File: src/rtl/multicycle_sequencer.sv
// -----------------------------------------------------------------------------
// multicycle_sequencer
//   Control FSM for a multicycle 16-bit datapath. Each instruction walks
//   through fetch, decode, execute, memory and writeback states. The FSM
//   drives the datapath strobes and selects for every cycle, and it waits on
//   memory through MemReady. A wait that lasts too long traps to FAULT.
//
// Parameters
//   WAIT_W       width of the memory-wait counter
//   MEM_TIMEOUT  counter value at which a stalled wait traps to FAULT
//                (0 disables the trap; the counter then saturates)
//
// Ports
//   CLK          in   clock, rising edge
//   Reset        in   asynchronous active-low reset
//   Opcode[3:0]  in   IR[15:12], sampled only in DECODE
//   MemReady     in   memory access completes this cycle
//   PCWrite      out  unconditional PC load
//   PCWriteCond  out  conditional PC load (branch)
//   BranchNE     out  1 = bne sense, 0 = beq sense
//   PCSrc[1:0]   out  00 ALU, 01 ALUOut, 10 jump addr, 11 reg A
//   IorD         out  0 PC address, 1 ALUOut address
//   MemRead      out  memory read strobe
//   MemWrite     out  memory write strobe
//   IRWrite      out  IR load
//   ALUSrcA      out  0 PC, 1 reg A
//   ALUSrcB[1:0] out  00 reg B, 01 const 2, 10 sign-ext imm, 11 imm<<1
//   ALUOp[3:0]   out  ALU function code
//   RegWrite     out  register file write
//   MemtoReg[1:0] out 00 ALUOut, 01 MDR, 10 PC (link)
//   Fault        out  sticky memory-timeout flag
//   StateOut[3:0] out current state encoding (debug visibility)
//
// Memory handshake: the FSM holds its request (MemRead or MemWrite, with IorD)
// steady in FETCH / MEM_RD / MEM_WR. The access completes in the cycle that
// samples MemReady=1 at the rising edge. Until then, every cycle with
// MemReady=0 counts as one wait cycle.
// -----------------------------------------------------------------------------
module multicycle_sequencer #(
  parameter int WAIT_W      = 4,
  parameter int MEM_TIMEOUT = 15
) (
  input  logic       CLK,
  input  logic       Reset,
  input  logic [3:0] Opcode,
  input  logic       MemReady,
  output logic       PCWrite,
  output logic       PCWriteCond,
  output logic       BranchNE,
  output logic [1:0] PCSrc,
  output logic       IorD,
  output logic       MemRead,
  output logic       MemWrite,
  output logic       IRWrite,
  output logic       ALUSrcA,
  output logic [1:0] ALUSrcB,
  output logic [3:0] ALUOp,
  output logic       RegWrite,
  output logic [1:0] MemtoReg,
  output logic       Fault,
  output logic [3:0] StateOut
);

  typedef enum logic [3:0] {
    S_FETCH    = 4'd0,
    S_DECODE   = 4'd1,
    S_EXEC_R   = 4'd2,
    S_EXEC_I   = 4'd3,
    S_ALU_WB   = 4'd4,
    S_MEM_ADDR = 4'd5,
    S_MEM_RD   = 4'd6,
    S_LOAD_WB  = 4'd7,
    S_MEM_WR   = 4'd8,
    S_BRANCH   = 4'd9,
    S_JUMP     = 4'd10,
    S_JR       = 4'd11,
    S_FAULT    = 4'd15
  } state_t;

  localparam logic [3:0] ALU_AND = 4'b0000;
  localparam logic [3:0] ALU_OR  = 4'b0001;
  localparam logic [3:0] ALU_ADD = 4'b0010;
  localparam logic [3:0] ALU_SUB = 4'b0110;
  localparam logic [3:0] ALU_SLT = 4'b0111;
  localparam logic [3:0] ALU_SRA = 4'b1000;
  localparam logic [3:0] ALU_SLL = 4'b1001;
  localparam logic [3:0] ALU_SRL = 4'b1010;

  localparam logic [WAIT_W-1:0] TIMEOUT_V = WAIT_W'(MEM_TIMEOUT);
  localparam bit                TIMEOUT_EN = (MEM_TIMEOUT != 0);

  state_t            state, next_state;
  logic [3:0]        op_q;       // opcode captured in DECODE for later states
  logic [WAIT_W-1:0] wait_cnt;

  logic wait_state;   // state holds a memory request
  logic stalled;      // wait state and memory not ready this cycle
  logic timeout_hit;

  assign wait_state  = (state == S_FETCH) || (state == S_MEM_RD) || (state == S_MEM_WR);
  assign stalled     = wait_state && !MemReady;
  assign timeout_hit = TIMEOUT_EN && (wait_cnt == TIMEOUT_V);

  // State register, plus the registers that travel with it.
  always_ff @(posedge CLK or negedge Reset) begin
    if (!Reset) begin
      state <= S_FETCH;
    end else begin
      state <= next_state;
    end
  end

  always_ff @(posedge CLK or negedge Reset) begin
    if (!Reset) begin
      op_q <= 4'd0;
    end else if (state == S_DECODE) begin
      op_q <= Opcode;
    end
  end

  // The counter is cleared in every cycle that is not a stalled wait. So each
  // entry to FETCH / MEM_RD / MEM_WR starts from zero. On the trap cycle the
  // counter holds, because FAULT never reads it.
  always_ff @(posedge CLK or negedge Reset) begin
    if (!Reset) begin
      wait_cnt <= '0;
    end else if (!stalled) begin
      wait_cnt <= '0;
    end else if (!timeout_hit && (wait_cnt != '1)) begin
      wait_cnt <= wait_cnt + 1'b1;
    end
  end

  // Next-state logic. A completing access (MemReady=1) takes priority over
  // the timeout trap.
  always_comb begin
    next_state = state;
    unique case (state)
      S_FETCH: begin
        if (MemReady)         next_state = S_DECODE;
        else if (timeout_hit) next_state = S_FAULT;
      end
      S_DECODE: begin
        unique case (Opcode)
          4'd0, 4'd1, 4'd3, 4'd12, 4'd13: next_state = S_EXEC_R;
          4'd2, 4'd8, 4'd10, 4'd14:       next_state = S_EXEC_I;
          4'd5, 4'd6:                     next_state = S_MEM_ADDR;
          4'd4, 4'd9:                     next_state = S_BRANCH;
          4'd7, 4'd11:                    next_state = S_JUMP;
          4'd15:                          next_state = S_JR;
          default:                        next_state = S_FAULT;
        endcase
      end
      S_EXEC_R:   next_state = S_ALU_WB;
      S_EXEC_I:   next_state = S_ALU_WB;
      S_ALU_WB:   next_state = S_FETCH;
      S_MEM_ADDR: next_state = (op_q == 4'd6) ? S_MEM_WR : S_MEM_RD;
      S_MEM_RD: begin
        if (MemReady)         next_state = S_LOAD_WB;
        else if (timeout_hit) next_state = S_FAULT;
      end
      S_LOAD_WB:  next_state = S_FETCH;
      S_MEM_WR: begin
        if (MemReady)         next_state = S_FETCH;
        else if (timeout_hit) next_state = S_FAULT;
      end
      S_BRANCH:   next_state = S_FETCH;
      S_JUMP:     next_state = S_FETCH;
      S_JR:       next_state = S_FETCH;
      S_FAULT:    next_state = S_FAULT;
      default:    next_state = S_FAULT;  // 12-14 are unreachable codes
    endcase
  end

  // Raw outputs before reset gating.
  logic       pc_write, pc_write_cond, branch_ne, ior_d, mem_read, mem_write;
  logic       ir_write, alu_src_a, reg_write, fault;
  logic [1:0] pc_src, alu_src_b, mem_to_reg;
  logic [3:0] alu_op;

  // Output logic. All outputs are Moore, except the FETCH IRWrite/PCWrite
  // pulse, which is qualified by MemReady.
  always_comb begin
    pc_write      = 1'b0;
    pc_write_cond = 1'b0;
    branch_ne     = 1'b0;
    pc_src        = 2'b00;
    ior_d         = 1'b0;
    mem_read      = 1'b0;
    mem_write     = 1'b0;
    ir_write      = 1'b0;
    alu_src_a     = 1'b0;
    alu_src_b     = 2'b00;
    alu_op        = 4'b0000;
    reg_write     = 1'b0;
    mem_to_reg    = 2'b00;
    fault         = 1'b0;
    unique case (state)
      S_FETCH: begin
        mem_read  = 1'b1;
        alu_src_b = 2'b01;
        alu_op    = ALU_ADD;
        ir_write  = MemReady;
        pc_write  = MemReady;
      end
      S_DECODE: begin
        alu_src_b = 2'b11;
        alu_op    = ALU_ADD;
      end
      S_EXEC_R: begin
        alu_src_a = 1'b1;
        unique case (op_q)
          4'd1:    alu_op = ALU_SUB;
          4'd3:    alu_op = ALU_SLT;
          4'd12:   alu_op = ALU_AND;
          4'd13:   alu_op = ALU_OR;
          default: alu_op = ALU_ADD;
        endcase
      end
      S_EXEC_I: begin
        alu_src_a = 1'b1;
        alu_src_b = 2'b10;
        unique case (op_q)
          4'd8:    alu_op = ALU_SLL;
          4'd10:   alu_op = ALU_SRA;
          4'd14:   alu_op = ALU_SRL;
          default: alu_op = ALU_ADD;
        endcase
      end
      S_ALU_WB: begin
        reg_write = 1'b1;
      end
      S_MEM_ADDR: begin
        alu_src_a = 1'b1;
        alu_src_b = 2'b10;
        alu_op    = ALU_ADD;
      end
      S_MEM_RD: begin
        ior_d    = 1'b1;
        mem_read = 1'b1;
      end
      S_LOAD_WB: begin
        reg_write  = 1'b1;
        mem_to_reg = 2'b01;
      end
      S_MEM_WR: begin
        ior_d     = 1'b1;
        mem_write = 1'b1;
      end
      S_BRANCH: begin
        alu_src_a     = 1'b1;
        alu_op        = ALU_SUB;
        pc_write_cond = 1'b1;
        pc_src        = 2'b01;
        branch_ne     = (op_q == 4'd9);
      end
      S_JUMP: begin
        pc_write = 1'b1;
        pc_src   = 2'b10;
        if (op_q == 4'd11) begin
          reg_write  = 1'b1;
          mem_to_reg = 2'b10;
        end
      end
      S_JR: begin
        alu_src_a = 1'b1;
        pc_write  = 1'b1;
        pc_src    = 2'b11;
      end
      S_FAULT: begin
        fault = 1'b1;
      end
      default: begin
      end
    endcase
  end

  // While Reset is low, every output reads 0 immediately. This happens even
  // before the state register has settled back to FETCH.
  assign PCWrite     = pc_write      & Reset;
  assign PCWriteCond = pc_write_cond & Reset;
  assign BranchNE    = branch_ne     & Reset;
  assign PCSrc       = pc_src        & {2{Reset}};
  assign IorD        = ior_d         & Reset;
  assign MemRead     = mem_read      & Reset;
  assign MemWrite    = mem_write     & Reset;
  assign IRWrite     = ir_write      & Reset;
  assign ALUSrcA     = alu_src_a     & Reset;
  assign ALUSrcB     = alu_src_b     & {2{Reset}};
  assign ALUOp       = alu_op        & {4{Reset}};
  assign RegWrite    = reg_write     & Reset;
  assign MemtoReg    = mem_to_reg    & {2{Reset}};
  assign Fault       = fault         & Reset;
  assign StateOut    = state         & {4{Reset}};

endmodule

File: config.mk
export PLATFORM = sky130hd
export DESIGN_NAME = multicycle_sequencer
export DESIGN_NICKNAME = d
export VERILOG_FILES = /design/src/rtl/multicycle_sequencer.sv
export SDC_FILE = /design/constraint.sdc
export NUM_CORES = 1
export LEC_CHECK = 0
export CORE_ASPECT_RATIO = 1.4
export CORE_UTILIZATION = 52
export CTS_BUF_LIST = sky130_fd_sc_hd__clkbuf_16
export DETAILED_ROUTE_END_ITERATION = 16
export GPL_ROUTABILITY_DRIVEN = 0
export PLACE_DENSITY = 0.85
export REMOVE_ABC_BUFFERS = 1
export SLEW_MARGIN = 20
export SYNTH_ARGS = -nofsm -noshare
export SYNTH_HDL_FRONTEND = slang
export SYNTH_SLANG_ARGS = --single-unit
File: constraint.sdc
create_clock -name CLK -period 4 [get_ports CLK]
set_input_delay 0.8 -clock CLK [delete_from_list [all_inputs] [get_ports CLK]]
set_output_delay 0.8 -clock CLK [all_outputs]
set_load 0.02 [all_outputs]
==> impl_results.md <==
* Via Count at 1180
* Most used cell, CP: clkdlybuf4s50_1
* Initial antenna violation count at 0
* Routed wl met2 at about 1.6 mm
* Die Ht at 57.6 um
* Uppermost layer routed: met4
* Grt ovf at 0
* Post-synth ARST share at 100%
* Vias in the first global route at 1197
* Slew Limit Fails at 0
* PwrDens at 224 nW/um^2
* Register area at 300 sq um
* Yosys warning total at 0
* Die area at 2400 sq um
* Top-area cell type share of the netlist area at a little over a quarter
* Post-synthesis sequential area ratio at 26.2%
* CTS H-tree lvls at 1
* Slew Limit Headroom at about three fifths
* Worst EP required at 3.20 ns
* Hold path startpoint: wait_cnt[3]$_DFFE_PN0P_
* CTS tree: done
* Tot GR Track Use at 28.5%
* Area occupied by multi-input gates at about 760 sq um
* Total wire length at 3.04 mm
* Final Non-Filler Cells at around 190
* Outcome: finished clean
* Met3 routed WL at 163 um
* Clock root buffer: clkbuf_16
* Drt pass-1 iters at 4
* Top_reg_cell synth: dfrtp_1
* Clock tree buffer depth at 2
* N_diodes at 0
* Routed Antenna Nets at 0
* Layout cell share with drive strength beyond 1 at about 9%
* Starting DRT DRC Count at 28
* Post-Syn Instances at 140
* Final hold vios at 0
* Slowest stage cell, crit path: clkdlybuf4s50_1
* Crit. End Element: output port
* Pleak at 0.609 nW
* Total chip power at 340 uW
* Post-synth EDFFs at 0
* Worst Max-Slew Pin Slew at 0.606 ns
* CTS resizes at 0
* Wl on met1 at 1.23 mm
* Crit path from: Reset
* Worst VDD drop at approximately 270 uV
* WS Path Type: in2out
* Period utilization at 91.8%
* Syn_area_per_cell at between 8 and 9 sq um
* First-pass GRT wire length at 5.40 mm
* Post-CTS Setup Inserts at 0
* Top Ports at 31
* Row count at 19
* CTS Sinks at 12
* DR vias/cell at 6.28
* Initial Util at a little under three fifths
* Routed len/inst at 16.2 um
* Fill count at between 150 and 200
* Slowest cell delay on critical path at slightly below 0.7 ns
* Hold Crit Class: reg2reg
* Placeable Area at 2020 sq um
* Largest net degree at the start of global routing at 19
* RSZ-0062 raised after global routing: false
* Count of buffers from port buffering at 30
* Num CTS Buffers at 3
* Final Critical Period at 3.67 ns
* Peak Freq at approximately 270 MHz
* Placed Cells at 184
* CP arrival at 2.87 ns
* Synth cell types at ~50
* Delay-heaviest family, CP: buffers and inverters
* Die X at between 40 and 50 um
* CP Buf/Inv Count at 2
* CP Cell Sequence: clkdlybuf4s50_1, nand2_1, nor3_1, nor4bb_1, clkdlybuf4s50_1
* Clock Skews at between 0.003 and 0.004 ns
* Detailed placement HPWL at 2.17 mm
* Final Setup Violations at 0
* DRC violations left at 0
* Max-Cap Viols at 0
* Area growth from synthesis to layout at 32.4%
* Clock transition at path regs at 0.05 ns
* Hold-fix buffers, CTS at 0
* Most frequent cells in the layout: clkdlybuf4s50_1, nor2_1, nand2_1
* Worst reg2reg path startpoint: state[2]$_DFF_PN0_
* Mapped cell area at 1150 sq um
* Commonest non-fill, non-tap cell in the layout: clkdlybuf4s50_1
* Yosys top cell by area: dfrtp_1
* Final nets at 179
* Setup tns final at 0 ns
* Seq cells post-synth at 12
* Worst skew pair latency at 0.24 ns
* Top post-synthesis cells by area: dfrtp_1, nand2_1, nor2_1
* Critical path launch point type: input pin
* Critical Path Fanout Max at 9
## through the flow
step                worst slack (ns)  hold WS [ns]  util [%]  instance area, sq um
floorplan                      0.962         0.504         -                  1100
global placement               0.398         0.533      71.3                  1440
detailed placement             0.347         0.558      71.3                  1440
CTS                            0.318         0.564      75.2                  1520
global route                   0.143         0.583      75.2                  1520
finish                         0.329         0.569      75.2                  1520
## cells in the mapped netlist (3+ instances only)
| cell type | instances |
|---|---|
| nand2_1 | 15 |
| nor2_1 | 15 |
| dfrtp_1 | 12 |
| inv_1 | 9 |
| buf_2 | 6 |
| nor3_1 | 5 |
| nor3b_1 | 5 |
| ha_1 | 4 |
| nor4_1 | 4 |
| a211oi_1 | 3 |
| a31oi_1 | 3 |
| nand3_1 | 3 |
| nand3b_1 | 3 |
| nor2b_1 | 3 |
| o211ai_1 | 3 |
| o21a_1 | 3 |
| o21ai_0 | 3 |
## layout make-up
class	instances	share of cell area [%]
timing repair buffer	32	20.8
inverter	9	2.22
tap	21	1.73
clock inverter	1	0.247
clock buffer	3	4.94
sequential	12	19.8
multi-input combinational	110	50.3
## cell families after synthesis
group | share of synthesized area, %
AOI/OAI and AO/OA | 20.9
adders and majority gates | 5.23
xor gates and xnor gates | 2.29
DFF | 26.2
and+or+nand+nor | 35.4
buffers and inverters | 7.20
muxes | 2.73
## sequential cells by signal, indices dropped and copies added, names as in the netlist
| register | flops |
|---|---|
| op_q | 4 |
| state | 4 |
| wait_cnt | 4 |
## routing by layer
metal / track usage [%] / vias to the layer above
li1: - / 565
met1: 33.4 / 563
met2: 50.4 / 48
met3: 4.75 / 4
met4: 12.4 / 0
met5: 0 / -
## where the power goes
part           internal, mW  total, mW  switching [mW]
clock                 0.132      0.185          0.0532
combinational        0.0152     0.0335          0.0183
sequential            0.122      0.122               0
total                 0.269      0.340          0.0715
## path summary, 6_finish.rpt
check / end / slack, ns / depth (start not counted)
min in group asynchronous: op_q[3]$_DFFE_PN0P_ / 0.84 / 1
max in group asynchronous: state[2]$_DFF_PN0_ / 2.68 / 2
hold / removal: wait_cnt[3]$_DFFE_PN0P_ / 0.57 / 1
setup / recovery: BranchNE / 0.33 / 5
hold reg to reg: wait_cnt[3]$_DFFE_PN0P_ / 0.57 / 1
setup reg to reg: state[3]$_DFF_PN0_ / 2.26 / 3
Power figures use the tool's default switching activity.
==> edit 1: new RTL, config.mk and constraints unchanged <==
Set the parameter `WAIT_W` to 6 (it was 4).
--- a/src/rtl/multicycle_sequencer.sv
+++ b/src/rtl/multicycle_sequencer.sv
@@ -37,7 +37,7 @@
 // MemReady=0 counts as one wait cycle.
 // -----------------------------------------------------------------------------
 module multicycle_sequencer #(
-  parameter int WAIT_W      = 4,
+  parameter int WAIT_W      = 6,
   parameter int MEM_TIMEOUT = 15
 ) (
   input  logic       CLK,
Function: no difference found for any inputs over 10 cycles, from zero or initial values and one cycle with Reset low; that may be too few to reach the edited logic, so the function may still have changed.
==> edit 1 against the unedited design <==
- global-route usage decreased by 2.5 points
- worst setup slack better by 0.16 ns
- design area up 5.8%
- via count up 7.2%
- sequential cell count increased by 2
- wire length rose by 3.6%
- synthesized cell count grew 12%
- synthesized area increased by 7.2%
- largest cell class unchanged
Power is not compared: it rests on default switching activity, and its combinational part moved more than twofold at a synthesized area within 25%.
==> edit 1: results (changes against the unedited design) <==
metric	value	unit	change
outcome	finished, final reports clean		unchanged
Post-synth EDFFs	0		unchanged
first-pass GRT wire length	5110	um	was 5400 um
CTS buffer count	3		unchanged
DRT Pass-1 Iters	4		unchanged
layout cells sized above 1	0.119		was 0.0898
number of buffers added on ports	30		unchanged
Worst R2R Start	state[1]		was state[2]
Hold Path Class	register to register		unchanged
setup bufs post-CTS	0		unchanged
largest net degree at the start of global routing	21		was 19
hold wc startpoint	wait_cnt[0]		was wait_cnt[3]
clk_lat worst skew	0.24	ns	about the same
CTS Buffer Depth	2		unchanged
Rel. slew slack	0.617		was 0.596
vias in the first global route	1092		was 1197
Synth area leaders	dfrtp_1, nor2_1, nand2_1		was dfrtp_1, nand2_1, nor2_1
P_leak	0.642	nW	
M2 GR Usage	0.448		was 0.504
initial detailed-routing violation count	50		was 28
Post-Route Skew	0.00252	ns	was 0.00317 ns
GRT Overall Usage	0.260		was 0.285
Psw	0.433	mW	
DP Wirelength	2380	um	was 2170 um
PostCTS Resize Cnt	0		unchanged
biggest regs	wait_cnt: 6 flops, op_q: 4 flops, state: 4 flops		was op_q: 4 flops, state: 4 flops, wait_cnt: 4 flops
# nets final	197		was 179
most frequent cells after synthesis	nor2_1, nand2_1, dfrtp_1		was nand2_1, nor2_1, dfrtp_1
Seq/Total Area, Yosys	0.285		was 0.262
Clock transition at path regs	0.04	ns	
Total Wirelength	3150	um	was 3040 um
vias per cell	6.11		was 6.28
worst reg2reg setup slack	2.21	ns	was 2.26 ns
R2R depth	3		unchanged
crit path max-delay cell type	clkdlybuf4s50_1		unchanged
Crit Path Max Fanout	7		was 9
Netlist cell types	45		was 49
initial antenna violation count	0		unchanged
CP max stage delay	0.67	ns	was 0.69 ns
CP Data Arrival Time	2.72	ns	was 2.87 ns
worst vdd ir	0.502	mV	
CTS H-tree lvls	1		unchanged
WHS	0.580	ns	was 0.569 ns
Hold EP	wait_cnt[0]		was wait_cnt[3]
Root Driver	clkbuf_16		unchanged
diode count	0		unchanged
worst reg2reg path endpoint	op_q[2]		was state[3]
Hold Crit Depth	2		was 1
GR Util met1	0.314		was 0.334
met3 Resource Use GR	0.0518		was 0.0475
synth warn	0		unchanged
async set or reset register ratio after synthesis	1.00		unchanged
final hold vios	0		unchanged
## edit 1: worst max-delay path by stage
stage	startpoint	to	slack, ns	cells after the start
2_1_floorplan	MemReady	PCWrite	1.33	3
3_3_place_gp	Reset	ALUOp[3]	0.56	6
3_5_place_dp	Reset	ALUOp[3]	0.50	6
4_1_cts	Reset	ALUOp[3]	0.49	6
5_1_grt	Reset	ALUOp[3]	0.38	6
6_report	Reset	ALUOp[3]	0.48	6
## edit 1: cell families after synthesis
group	Yosys count	synth area share
simple gates	83	0.367
flops	14	0.285
compound gates	33	0.179
fa+ha+maj	4	0.0407
xor+xnor	3	0.0214
mux	6	0.0529
buf+inv	14	0.0539
## edit 1: area by class of cell
class                   count  area [um^2]
clock inverters             1         3.75
repair buffers             32          315
inverters                   6         22.5
multi-input cells         129          813
clock buffers               3         75.1
well taps                  22         27.5
flip-flops and latches     14          350
fillers                   162          594
## edit 1: critical path, delay by kind of cell
family	cells	cell delay [ns]
and+or+nand+nor	2	0.24
AOI/OAI and AO/OA	1	0.30
buffers and inverters	3	1.37
## edit 1: power groups by stage
stage | sequential (mW) | clock, mW | combinational [mW]
6_report | 0.306 | 0.190 | 0.490
5_1_grt | 0.319 | 0.197 | 0.532
4_1_cts | 0.302 | 0.191 | 0.487
3_5_place_dp | 0.302 | 0 | 0.481
3_3_place_gp | 0.303 | 0 | 0.471
2_1_floorplan | 0.270 | 0 | 0.331
## edit 1: through the flow
stage	worst slack, ns	instances	utilization	power [mW]	instance area (um^2)
global placement	0.556	203	0.694	0.774	1530
CTS	0.493	207	0.730	0.980	1610
finish	0.484	207	0.730	0.987	1610
global route	0.385	207	0.730	1.05	1610
floorplan	1.33	149	-	0.601	1190
detailed placement	0.496	203	0.694	0.783	1530
## edit 1: routing by layer
| metal | wire length (um) | share of wire | vias to the layer above |
|---|---|---|---|
| met5 | 0 | 0 | - |
| met4 | 40 | 0.013 | 0 |
| met3 | 163 | 0.052 | 6 |
| met2 | 1750 | 0.55 | 42 |
| met1 | 1200 | 0.38 | 606 |
| li1 | - | - | 611 |
==> edit 2: new RTL, config.mk and constraints unchanged <==
Made on the original files. Reset style: synchronous (`Reset`), changed in 3 clocked blocks. Comments in the files are not updated.
--- a/src/rtl/multicycle_sequencer.sv
+++ b/src/rtl/multicycle_sequencer.sv
@@ -102,7 +102,7 @@
   assign timeout_hit = TIMEOUT_EN && (wait_cnt == TIMEOUT_V);
 
   // State register, plus the registers that travel with it.
-  always_ff @(posedge CLK or negedge Reset) begin
+  always_ff @(posedge CLK) begin
     if (!Reset) begin
       state <= S_FETCH;
     end else begin
@@ -110,7 +110,7 @@
     end
   end
 
-  always_ff @(posedge CLK or negedge Reset) begin
+  always_ff @(posedge CLK) begin
     if (!Reset) begin
       op_q <= 4'd0;
     end else if (state == S_DECODE) begin
@@ -121,7 +121,7 @@
   // The counter is cleared in every cycle that is not a stalled wait. So each
   // entry to FETCH / MEM_RD / MEM_WR starts from zero. On the trap cycle the
   // counter holds, because FAULT never reads it.
-  always_ff @(posedge CLK or negedge Reset) begin
+  always_ff @(posedge CLK) begin
     if (!Reset) begin
       wait_cnt <= '0;
     end else if (!stalled) begin
Behaviour: no difference found for any inputs over 10 cycles, from zero or initial values and one cycle with Reset low; that may be too few to reach the edited logic, so the function may still have changed.
==> edit 2 against the unedited design <==
- worst setup slack improved by 0.17 ns
- cell count decreased by 0.53%
- global-route usage grew 0.53 points
- non-clock buffer count fell by 1
- synthesized area decreased by 8.1%
- wire length down 5.2%
- design area is 5.9% lower
- first-iteration DRC count down 18%
- register-to-register slack worse by 0.10 ns
- sequential cell count is the same
- critical path type unchanged
- highest routed layer unchanged
Power is not compared: it rests on default switching activity, and its combinational part moved more than twofold at a synthesized area within 25%.
==> edit 2: results (changes against the unedited design) <==
metric	value	unit	change
most frequent cells after synthesis	nor2_1, nand2_1, dfxtp_1		was nand2_1, nor2_1, dfrtp_1
post-synthesis mux area share	0.0617		was 0.0273
Top FF cell, synth	dfxtp_1		was dfrtp_1
pre-CTS setup slack	0.518	ns	was 0.347 ns
Seq/Total Area, Yosys	0.228		was 0.262
vias in the first global route	1039		was 1197
Hold Crit Depth	2		was 1
DP Wirelength	2110	um	was 2170 um
WHS	0.549	ns	was 0.569 ns
initial detailed-routing violation count	23		was 28
worst reg2reg path endpoint	state[3]		unchanged
Mapped Avg Cell Area	7.53	um^2	was 8.20 um^2
layout cells sized above 1	0.0539		was 0.0898
async set or reset register ratio after synthesis	0		was 1.00
GRT Overall Usage	0.290		was 0.285
Synth Area in Compound Gates	0.180		was 0.209
Rel. slew slack	0.495		was 0.596
Hold EP	wait_cnt[2]		was wait_cnt[3]
DP Area	1350	um^2	was 1440 um^2
XOR/XNOR Fraction of Synth Area	0.0166		was 0.0229
worst reg2reg setup slack	2.16	ns	was 2.26 ns
Root Driver	clkbuf_16		unchanged
CP max stage delay	0.60	ns	was 0.69 ns
Synth area leaders	dfxtp_1, nor2_1, ha_1		was dfrtp_1, nand2_1, nor2_1
CP Data Arrival Time	2.70	ns	was 2.87 ns
R2R depth	4		was 3
Synth Area in Adders	0.0569		was 0.0523
setup bufs post-CTS	0		unchanged
Post-Route Skew	0.00236	ns	was 0.00317 ns
Worst R2R Start	state[2]		unchanged
first-pass GRT wire length	4770	um	was 5400 um
Routed wire per std cell	15.4	um	was 16.2 um
via count	1125		was 1180
outcome	finished, final reports clean		unchanged
P_leak	0.524	nW	
DRT Pass-1 Iters	5		was 4
hold wc startpoint	wait_cnt[3]		unchanged
vias per cell	6.02		was 6.28
Crit Path Max Fanout	5		was 9
final hold vios	0		unchanged
largest net degree at the start of global routing	20		was 19
Netlist cell types	46		was 49
## edit 2: layout make-up
class                      instances  area, um^2
clock buffer                       3        75.1
fill                             128         395
inverter                           7        26.3
multi-input combinational        114         754
sequential                        12         240
tap                               20        25.0
timing repair buffer              31         308
## edit 2: worst max path at each step
stage / startpoint / endpoint / slack, ns / cells past startpoint
2_1_floorplan: Reset / PCWrite / 1.31 / 3
3_3_place_gp: Reset / RegWrite / 0.57 / 6
3_5_place_dp: Reset / ALUOp[3] / 0.52 / 5
4_1_cts: Reset / ALUOp[3] / 0.51 / 5
5_1_grt: Reset / RegWrite / 0.40 / 6
6_report: Reset / RegWrite / 0.50 / 6
## edit 2: layer usage
metal  track usage  share of wire  up-vias
met5             0              0        -
met1         0.362           0.42      528
met4        0.0788          0.014        0
met2         0.470           0.51       31
li1              -              -      561
met3        0.0723          0.051        5
